### src/rtl/data_ram_pkg.sv
// Shared definitions for the data-RAM responder: widths, defaults, FSM encoding
// and the byte-merge helper used by the store.
package data_ram_pkg;

    localparam int DATA_W      = 32;
    localparam int BYTES       = 4;
    localparam int DEF_ADDR_W  = 5;
    localparam int DEF_LATENCY = 2;
    localparam int CNT_W       = 4;

    typedef enum logic [1:0] {
        ST_IDLE = 2'd0,
        ST_WAIT = 2'd1,
        ST_RESP = 2'd2
    } state_t;

    // New bytes where the enable is set, old bytes elsewhere.
    function automatic logic [DATA_W-1:0] merge_bytes(
        input logic [DATA_W-1:0] old_word,
        input logic [DATA_W-1:0] new_word,
        input logic [BYTES-1:0]  wen
    );
        logic [DATA_W-1:0] res;
        res = old_word;
        for (int i = 0; i < BYTES; i++) begin
            if (wen[i]) res[8*i +: 8] = new_word[8*i +: 8];
        end
        return res;
    endfunction

endpackage

### src/rtl/data_ram_store.sv
// Word-addressed data store: one masked synchronous write that also registers
// the merged word as read data, plus an asynchronous debug read port.
module data_ram_store
    import data_ram_pkg::*;
#(
    parameter int ADDR_W = DEF_ADDR_W
) (
    input  logic              clk,
    input  logic              resetn,
    input  logic              commit_i,
    input  logic [ADDR_W-1:0] addr_i,
    input  logic [BYTES-1:0]  wen_i,
    input  logic [DATA_W-1:0] wdata_i,
    output logic [DATA_W-1:0] rdata_o,
    input  logic [ADDR_W-1:0] test_addr_i,
    output logic [DATA_W-1:0] test_data_o
);

    localparam int DEPTH = 1 << ADDR_W;

    logic [DATA_W-1:0] mem_q [DEPTH];
    logic [DATA_W-1:0] rdata_q;
    logic [DATA_W-1:0] merged;

    // A read is a commit with no enables: the word is rewritten unchanged.
    assign merged = merge_bytes(mem_q[addr_i], wdata_i, wen_i);

    always_ff @(posedge clk or negedge resetn) begin
        if (!resetn) begin
            for (int i = 0; i < DEPTH; i++) mem_q[i] <= '0;
            rdata_q <= '0;
        end else if (commit_i) begin
            mem_q[addr_i] <= merged;
            rdata_q       <= merged;
        end
    end

    assign rdata_o     = rdata_q;
    assign test_data_o = mem_q[test_addr_i];

endmodule

### src/rtl/data_ram_responder.sv
// Single-outstanding request/response front end for the data store, with a
// fixed access latency counted from the accept edge.
module data_ram_responder
    import data_ram_pkg::*;
#(
    parameter int ADDR_W  = DEF_ADDR_W,
    parameter int LATENCY = DEF_LATENCY
) (
    input  logic              clk,
    input  logic              resetn,
    input  logic              req_valid,
    output logic              req_ready,
    input  logic [BYTES-1:0]  req_wen,
    input  logic [ADDR_W-1:0] req_addr,
    input  logic [DATA_W-1:0] req_wdata,
    output logic              resp_valid,
    input  logic              resp_ready,
    output logic [DATA_W-1:0] resp_rdata,
    input  logic [ADDR_W-1:0] test_addr,
    output logic [DATA_W-1:0] test_data,
    output state_t            dbg_state
);

    // Handshake: a transfer happens on an edge where valid and ready are both
    // high; ready/valid driven here depend on state only, never on the peer.

    state_t            state_q, state_d;
    logic [CNT_W-1:0]  cnt_q, cnt_d;
    logic [BYTES-1:0]  wen_q;
    logic [ADDR_W-1:0] addr_q;
    logic [DATA_W-1:0] wdata_q;
    logic              accept;
    logic              commit;

    always_comb begin
        state_d    = state_q;
        cnt_d      = cnt_q;
        req_ready  = 1'b0;
        resp_valid = 1'b0;
        accept     = 1'b0;
        commit     = 1'b0;
        case (state_q)
            ST_IDLE: begin
                req_ready = 1'b1;
                if (req_valid) begin
                    accept  = 1'b1;
                    cnt_d   = CNT_W'(LATENCY - 1);
                    state_d = ST_WAIT;
                end
            end
            ST_WAIT: begin
                if (cnt_q != '0) begin
                    cnt_d = cnt_q - 1'b1;
                end else begin
                    commit  = 1'b1;
                    state_d = ST_RESP;
                end
            end
            ST_RESP: begin
                resp_valid = 1'b1;
                if (resp_ready) state_d = ST_IDLE;
            end
            default: state_d = ST_IDLE;
        endcase
    end

    always_ff @(posedge clk or negedge resetn) begin
        if (!resetn) begin
            state_q <= ST_IDLE;
            cnt_q   <= '0;
            wen_q   <= '0;
            addr_q  <= '0;
            wdata_q <= '0;
        end else begin
            state_q <= state_d;
            cnt_q   <= cnt_d;
            if (accept) begin
                wen_q   <= req_wen;
                addr_q  <= req_addr;
                wdata_q <= req_wdata;
            end
        end
    end

    data_ram_store #(
        .ADDR_W (ADDR_W)
    ) u_store (
        .clk         (clk),
        .resetn      (resetn),
        .commit_i    (commit),
        .addr_i      (addr_q),
        .wen_i       (wen_q),
        .wdata_i     (wdata_q),
        .rdata_o     (resp_rdata),
        .test_addr_i (test_addr),
        .test_data_o (test_data)
    );

    assign dbg_state = state_q;

endmodule

### config.mk
export PLATFORM = sky130hd
export DESIGN_NAME = data_ram_responder
export DESIGN_NICKNAME = d
export VERILOG_FILES = /design/src/rtl/data_ram_pkg.sv /design/src/rtl/data_ram_store.sv /design/src/rtl/data_ram_responder.sv
export SDC_FILE = /design/constraint.sdc
export NUM_CORES = 2
export LEC_CHECK = 0
export CORE_ASPECT_RATIO = 1.5
export CORE_MARGIN = 2
export CORE_UTILIZATION = 30
export DETAILED_ROUTE_END_ITERATION = 10
export GPL_ROUTABILITY_DRIVEN = 0
export GPL_TIMING_DRIVEN = 1
export PLACE_DENSITY = 0.47
export SETUP_SLACK_MARGIN = 0.4
export SLEW_MARGIN = 20
export SYNTH_ARGS = -nofsm -noshare
export SYNTH_HDL_FRONTEND = slang
export SYNTH_SLANG_ARGS = --single-unit
### constraint.sdc
create_clock -name clk -period 8.7 [get_ports clk]
set_input_delay 1.74 -clock clk [delete_from_list [all_inputs] [get_ports clk]]
set_output_delay 1.74 -clock clk [all_outputs]
set_load 0.03 [all_outputs]
==> flow_summary.toml <==
[status]
status = "complete, no violations"

[sta]
hold_viol = 0
fmax_mhz = 152
setup_viol = 0
max-slew-margin-rel_pct = 22.0
rsz0062_at_grt = "false"
setup_tns_ps = 0
worst_slew_pin_slew_ps = 1170
period_needed_ps = 6590
timing.final.crit_share_pct = 75.7
drv_slew = 0
finClkSkew_ps = 42.1

[floorplan]
initial_utilization_pct = 30.2
core_um2 = 194000
io_pins = 118
die-area_um2 = 199000
die_w_um = 365
die_h_um = 545
num_rows = 198

[place]
io_buffers = 117
dp_cells = 6579
hpwl_um = 126000

[power_and_ir_drop]
ir_drop_uv = 197
pwr-share-seq_pct = 36.2
clock_power_share_pct = 25.0
net-switching-power_mw = 8.22
powerDensity_nw_per_um2 = 316
p_int_mw = 12.8
netSwitchingFraction_pct = 39.1
power_mw = 21.0
comb_power_share_pct = 38.8
p_leak_nw = 29.8

[global_route]
gr-usage-all-layers_pct = 21.6
overflow = 0
grt_max_degree = 163
grt_antenna_before_repair = 8
grt_pass1_wl_um = 309000
grt_pass1_vias = 40000

[detailed_routing]
drc_errors = 0
routed_via_density = 5.52
wl_um = 216000
vias = 37500
firstDrtPassIters = 5
drtAntennaViolNets = 0
drt_iter0_markers = 2430
wire_per_inst_um = 31.8

[logic_synthesis]
postSynth.asyncResetShare_pct = 100
synthFlopType = "dfrtp_1"
synth_edf_count = 0
synthSimpleGateAreaFrac_pct = 3.72
syn-mean-instance-area_um2 = 14.1
synth.net_count = 4212
synthMuxAreaShare_pct = 40.4
netlist_area_um2 = 58600
synth_top_family_by_area = "multiplexers"
ys_types = 69
synth_xor_xnor_area_share_pct = 0.0299
yosysWarnings = 0
netlist_instances = 4160
yosysSeqAreaShare_pct = 47.1
synth-adder-area-share_pct = 0.0427
synth-seq-cells = 1103
synth_compound_area_share_pct = 5.14

[final_layout]
area_growth_pct = 13.5
final_cell_count_no_fill = 6795
multi_input_area_um2 = 29400
regArea_um2 = 27600
nets = 4148
finish.utilization_pct = 34.3
drive_gt1_share_pct = 42.6
num-fill-cells = 18900

[worst_setup_path]
arrival_ps = 4850
cp-end-kind = "output port"
start_kind = "primary input"
crit_type = "in -> out"
critPathRequiredTime_ps = 6960
worstSetupStartpoint = "test_addr[3]"
r2r-start = "addr_q[0]"
path_max_fanout = 24

[cts]
insertion_delay_ps = 740
cts_setup_buffers = 0
cts_made_buffers = 114
clk_path_buf_depth = 3
cts_resized = 0
clkSlewWorstSetupHoldPaths_ps = 60
htreeDepth = 3
hold_buffers = 0
clock_sinks = 1103
cts_root_buffer = "clkbuf_16"
cts_tree = "built"

[flow_run]
drv_cap = 0

[worst_hold_path]
hold_start = "wdata_q[8]"
hp-class = "reg -> reg"
worst max-delay path, cell delays in order:
cell	delay [ps]
buf_4	480
and2_2	1070
buf_4	430
a22oi_1	140
o21a_1	240
clkdlybuf4s50_1	630
routing by layer:
layer / global-route usage [%] / vias to the layer above / routed length (µm)
met1: 27.2 / 20600 / 89400
met4: 7.67 / 0 / 8170
met3: 2.26 / 318 / 7480
met5: 0 / - / 0
li1: - / 15700 / -
met2: 38.1 / 901 / 111000
cells in the mapped netlist (all sizes together) (4+ instances only):
| cell | n | area share, % |
|---|---|---|
| mux4 | 362 | 14 |
| nand2b | 4 | 0.043 |
| a22oi | 102 | 1.3 |
| or2 | 5 | 0.053 |
| o211ai | 6 | 0.077 |
| clkbuf | 174 | 1.1 |
| nor2b | 42 | 0.45 |
| nor2 | 37 | 0.25 |
| a41oi | 29 | 0.79 |
| buf | 242 | 2.4 |
| nand2 | 232 | 1.5 |
| and2 | 13 | 0.14 |
| inv | 7 | 0.045 |
| o22ai | 91 | 0.97 |
| nand4 | 6 | 0.064 |
| nand4bb | 4 | 0.077 |
| o21bai | 5 | 0.064 |
| dfrtp | 1103 | 47 |
| a21oi | 20 | 0.17 |
| o21a | 32 | 0.41 |
| nor4 | 13 | 0.15 |
| mux2 | 999 | 19 |
| o31ai | 9 | 0.12 |
| nand3 | 51 | 0.44 |
| a21o | 22 | 0.28 |
| nand4b | 4 | 0.081 |
| o21ai | 38 | 0.32 |
| a211oi | 31 | 0.49 |
| nor3 | 21 | 0.20 |
| mux2i | 423 | 7.2 |
kinds of logic (layout without fill, tap and decap cells):
kind of cell	after synthesis	after routing
fa+ha+maj	2	2
mux	1784	1784
buf+inv	423	456
xor+xnor	2	2
compound gates	395	395
other cells	0	2
flops	1103	1103
simple gates	451	451
final cells by class:
| class | instances | area share (%) |
|---|---|---|
| multi-input cells | 2634 | 44.2 |
| inverters | 7 | 0.0395 |
| well taps | 2600 | 4.89 |
| flip-flops and latches | 1103 | 41.5 |
| repair buffers | 236 | 3.42 |
| diodes | 2 | 0.00753 |
| clock inverters | 45 | 0.837 |
| clock buffers | 168 | 5.11 |
power by group through the flow:
stage,sequential [mW],clock [mW],combinational (mW)
floorplan,7.32,0,5.60
global placement,7.65,0,8.18
detailed placement,7.68,0,8.24
CTS,7.59,5.40,8.26
global route,7.78,5.60,8.72
finish,7.61,5.27,8.17
sequential cells by signal, summed over array words and instances, names as in the netlist:
register / cells
u_store.mem_q: 1024
u_store.rdata_o: 32
wdata_q: 32
addr_q: 5
cnt_q: 4
wen_q: 4
dbg_state: 2
worst paths after layout:
| check | depth (start not counted) | endpoint | slack (ps) |
|---|---|---|---|
| setup / recovery | 6 | test_data[12] | 2110 |
| hold / removal | 2 | wdata_q[8] | 480 |
| setup reg to reg | 5 | u_store.mem_q[969] | 3920 |
| hold reg to reg | 2 | wdata_q[8] | 480 |
| max in group asynchronous | 3 | u_store.mem_q[384] | 5930 |
| min in group asynchronous | 1 | u_store.rdata_o[8] | 950 |
stage by stage:
stage	hold slack, ps	setup slack (ps)	instance area (µm²)
3_5_place_dp	467	2080	62500
5_1_grt	502	2100	66500
6_report	476	2110	66500
3_3_place_gp	458	2120	62500
2_1_floorplan	437	3090	58600
4_1_cts	483	2080	66500
layout by cell type (no fill, tap or decap), types with 24 or more instances in the layout:
| cell type | Yosys | layout |
|---|---|---|
| buf_4 | 28 | 104 |
| mux2_2 | 996 | 996 |
| nor2b_1 | 42 | 34 |
| a41oi_2 | 25 | 24 |
| mux4_2 | 362 | 362 |
| clkdlybuf4s50_1 | 0 | 111 |
| o22ai_1 | 91 | 91 |
| clkinv_2 | 0 | 25 |
| dfrtp_1 | 1103 | 1100 |
| clkbuf_16 | 0 | 117 |
| mux2i_1 | 423 | 423 |
| nor2_1 | 35 | 30 |
| nand2_1 | 231 | 226 |
| clkbuf_8 | 0 | 28 |
| o21a_1 | 32 | 32 |
| a22oi_1 | 102 | 102 |
| o21ai_0 | 36 | 36 |
| nand3_1 | 51 | 30 |
Note: power is estimated with default switching activity, not from simulation.
